--- config.mk ---
export PLATFORM = sky130hd
export DESIGN_NAME = ex_wb_buffer
export DESIGN_NICKNAME = d
export VERILOG_FILES = /design/src/rtl/ex_wb_buffer.sv
export SDC_FILE = /design/constraint.sdc
export NUM_CORES = 1
export LEC_CHECK = 0
export CAP_MARGIN = 10
export CORE_MARGIN = 1
export CORE_UTILIZATION = 60
export CTS_CLUSTER_DIAMETER = 100
export DETAILED_ROUTE_END_ITERATION = 7
export GPL_TIMING_DRIVEN = 0
export PLACE_DENSITY = 0.95
export SYNTH_ARGS = -nofsm -noshare
export SYNTH_HDL_FRONTEND = slang
export SYNTH_SLANG_ARGS = --single-unit
--- constraint.sdc ---
create_clock -name clk -period 10.47 [get_ports clk]
set_input_delay 1.5705 -clock clk [delete_from_list [all_inputs] [get_ports clk]]
set_output_delay 1.5705 -clock clk [all_outputs]
set_load 0.1 [all_outputs]
--- src/rtl/ex_wb_buffer.sv ---
// ex_wb_buffer: EX-to-WB result FIFO with per-lane FP32 [0.0, 1.0] saturation
// applied at enqueue, draining one entry per cycle into the banked RF port.
module ex_wb_buffer #(
    parameter int DataWidth    = 32,
    parameter int TotalNumBank = 8,
    parameter int AddrWidth    = 5,
    parameter int DEPTH        = 4
) (
    input  logic                      clk,
    input  logic                      rstn,
    input  logic                      sclr,
    input  logic                      res_valid_e,
    output logic                      res_ready_e,
    input  logic [TotalNumBank-1:0]   writeEn_e,
    input  logic [AddrWidth-1:0]      writeAddr_e,
    input  logic [3:0]                des_mask_e,
    input  logic                      des_sat_e,
    input  logic [4*DataWidth-1:0]    result_e,
    input  logic                      rf_busy,
    output logic [TotalNumBank-1:0]   writeEn_w,
    output logic [AddrWidth-1:0]      writeAddr_w,
    output logic [3:0]                writeMask_w,
    output logic [4*DataWidth-1:0]    writeData_w,
    output logic [$clog2(DEPTH):0]    wb_count
);

    localparam int PW = $clog2(DEPTH);
    localparam int CW = PW + 1;
    localparam int LW = 4 * DataWidth;

    logic [TotalNumBank-1:0] en_q   [DEPTH];
    logic [AddrWidth-1:0]    addr_q [DEPTH];
    logic [3:0]              mask_q [DEPTH];
    logic [LW-1:0]           data_q [DEPTH];

    logic [PW-1:0] rd_ptr;
    logic [PW-1:0] wr_ptr;
    logic [CW-1:0] count;
    logic          push;
    logic          pop;
    logic          empty;
    logic [LW-1:0] sat_data;

    // Negative values and NaNs collapse to 0.0; anything at or above 1.0 clamps.
    function automatic logic [DataWidth-1:0] sat32(input logic [DataWidth-1:0] x);
        if (x[31])
            sat32 = '0;
        else if ((&x[30:23]) && (|x[22:0]))
            sat32 = '0;
        else if (x[30:0] >= 31'h3F800000)
            sat32 = DataWidth'(32'h3F800000);
        else
            sat32 = x;
    endfunction

    always_comb begin
        sat_data = result_e;
        if (des_sat_e) begin
            for (int i = 0; i < 4; i++)
                sat_data[i*DataWidth +: DataWidth] =
                    sat32(result_e[i*DataWidth +: DataWidth]);
        end
    end

    assign empty       = (count == '0);
    assign res_ready_e = (count != CW'(DEPTH));
    assign pop         = ~empty & ~rf_busy;
    // Beats with no bank or no lane selected complete the handshake but vanish.
    assign push        = res_valid_e & res_ready_e
                       & (|writeEn_e) & (|des_mask_e);

    always_ff @(posedge clk or negedge rstn) begin
        if (!rstn) begin
            rd_ptr <= '0;
            wr_ptr <= '0;
            count  <= '0;
        end else if (sclr) begin
            rd_ptr <= '0;
            wr_ptr <= '0;
            count  <= '0;
        end else begin
            if (push)
                wr_ptr <= wr_ptr + 1'b1;
            if (pop)
                rd_ptr <= rd_ptr + 1'b1;
            case ({push, pop})
                2'b10:   count <= count + 1'b1;
                2'b01:   count <= count - 1'b1;
                default: count <= count;
            endcase
        end
    end

    always_ff @(posedge clk) begin
        if (push && !sclr) begin
            en_q[wr_ptr]   <= writeEn_e;
            addr_q[wr_ptr] <= writeAddr_e;
            mask_q[wr_ptr] <= des_mask_e;
            data_q[wr_ptr] <= sat_data;
        end
    end

    assign writeEn_w   = pop   ? en_q[rd_ptr]   : '0;
    assign writeMask_w = pop   ? mask_q[rd_ptr] : '0;
    assign writeAddr_w = empty ? '0 : addr_q[rd_ptr];
    assign writeData_w = empty ? '0 : data_q[rd_ptr];
    assign wb_count    = count;

endmodule

==> qor.csv <==
metric;value;unit
DR vias;12900;
Rel. slew slack;26.0;%
RSZ-0062 raised after global routing;no;
WL per Instance;25.5;um
Final Critical Period;5870;ps
syn_nets;1356;
CTS buffer count;56;
H-tree depth;2;
Seq/Total Area, Yosys;74.7;%
data required time of the worst path;8900;ps
Final Max Slew Viols;0;
Finished Cell Area;29200;sq um
crit-path max FO;10;
Syn Inst Count;1200;
Avg Synthesized Cell Area;19.6;sq um
CTS tree;yes;
Nets;1723;
Primary FF master, synth;edfxtp_1;
placed inst area;27500;sq um
max-cap violations;0;
Final TNS setup;0;ps
Initial Util;61.0;%
Synth warnings;0;
Port Buffers;298;
Slew @ Worst Pin;1110;ps
P_leak;9.21;nW
setup slack, reg-to-reg;7620;ps
clock sink total;587;
CORE AREA;38600;sq um
Post-synth EDFFs;580;
critical path class;in2out;
# DRC;0;
Clock Skew;13.6;ps
grt ovf;0;
fraction of layout cells with a size suffix above 1;15.4;%
clk slew on worst S/H paths;60;ps
Synth top area share;73.9;%
Post-DP HPWL;34900;um
die area;40100;sq um
Power Density;293;nW/um^2
cell row count;72;
Fmax;170;MHz
CP Launch Type;input pin;
Reg2Reg Depth;6;
Arrival @ worst endpoint;4300;ps
Root Buffer;clkbuf_16;
largest net degree at the start of global routing;58;
routability congestion estimate;0.805;
io pins;300;
Via density;6.04;
Die H;200;um
most common cell after layout, fill and taps aside;edfxtp_1;
ys async rst share;1.19;%
clk_lat worst skew;590;ps
most frequent cells in the layout;edfxtp_1 (580), clkdlybuf4s50_1 (298), mux4_2 (145), nor2b_1 (141), and2_1 (109);
setup bufs post-CTS;0;
Peak VDD IR;0.000317;V
Netlist Area Pre-Place;23600;sq um
clock buffer depth;3;
Final period util;56.1;%
PostCTS Resize Cnt;0;
CP endpoint kind;primary output;
Post-CTS Hold Fix Bufs;0;
area grow syn2layout;23.8;%
hold depth;2;
All-Layer GR Usage;27.5;%
first-pass GRT wire length;81800;um
post-route ant nets;0;
final setup violation count;0;
cell taking the most area after synthesis;edfxtp_1;
Worst Hold Class;reg2reg;
worst setup margin;4600;ps
pre-CTS WS;4650;ps
Area contributors post-synth;edfxtp_1 (74%), mux4_2 (14%), nor2b_1 (3.7%);
Routed Wire Length;54400;um
status;complete, no violations;
die width;200;um
initial antenna violation count;6;
FF+latch count, synth;587;
Fin. Hold Viols;0;
Initial DRC Count;998;
post-synthesis cell type count;37;
DR pass1 iterations;6;
vias in the first global route;13700;
path summary, 6_finish.rpt:
| path | from | to |
|---|---|---|
| setup / recovery | rf_busy | writeMask_w[0] |
| hold / removal | wr_ptr[1] | wr_ptr[1] |
| setup reg to reg | wb_count[0] | data_q[1][50] |
| hold reg to reg | wr_ptr[1] | wr_ptr[1] |
| max in group asynchronous | rstn | wb_count[1] |
| min in group asynchronous | rstn | wb_count[2] |
layout make-up:
cell class | count | area, sq um
diodes | 5 | 12.5
plain buffers | 63 | 262
clock buffers | 74 | 1490
clock inverters | 29 | 189
fillers | 2029 | 9490
inverters | 2 | 7.51
multi-input cells | 548 | 5710
flip-flops and latches | 587 | 17600
well taps | 518 | 648
repair buffers | 309 | 3250
worst max-delay path, cell delays in order:
cell and delay [ps]:
clkdlybuf4s50_1 440, nor2_1 540, clkbuf_1 390, and2_1 210, clkdlybuf4s50_1 1140
layer usage:
layer | vias up | share of wire [%] | GRT usage (%)
met5 | - | 0.063 | 0
met4 | 6 | 2.7 | 8.90
met3 | 101 | 8.6 | 6.64
met2 | 683 | 52 | 46.3
met1 | 6584 | 37 | 35.4
li1 | 5512 | - | -
stage by stage:
stage               cells  util, %  hold slack [ps]  total power [W]
floorplan            1200        -              543          0.00577
global placement     2016     70.4              561          0.00666
detailed placement   2026     71.0              612          0.00670
CTS                  2129     75.4              640          0.00857
global route         2132     75.4              656          0.00877
finish               2135     75.4              634          0.00854
Yosys cell counts (all sizes together), types with 2 or more instances:
cell type  instances
o31ai              4
inv                2
edfxtp           580
nor4              22
nand3              8
xnor2              2
ha                 4
nand4              5
buf               27
and2             113
nor3               6
nor2b            141
a32o               4
dfrtp              7
nand2b             2
and4               4
clkbuf            36
mux4             145
nor2              69
nand2              5
flip-flops by register name, indices dropped and copies added, names as in the netlist:
register / cells
rd_ptr: 2
wb_count: 3
wr_ptr: 2
mask_q: 16
data_q: 512
en_q: 32
addr_q: 20
kinds of logic after synthesis:
logic type               count (synthesis)  synth area share, %
AO/OA/AOI/OAI                           13                0.446
XOR/XNOR                                 4                0.207
adder cells (fa/ha/maj)                  5                0.297
buffers and inverters                   65                 1.14
flip-flops                             587                 74.7
multiplexers                           145                 13.9
AND/OR/NAND/NOR                        381                 9.39
power breakdown:
group / switching [W] / internal [W] / total [W]
Combinational: 0.00283 / 0.00106 / 0.00389
Clock: 0.000825 / 0.00105 / 0.00187
Sequential: 0.0000383 / 0.00274 / 0.00277
Total: 0.00369 / 0.00484 / 0.00854
Note: power is estimated with default switching activity, not from simulation.
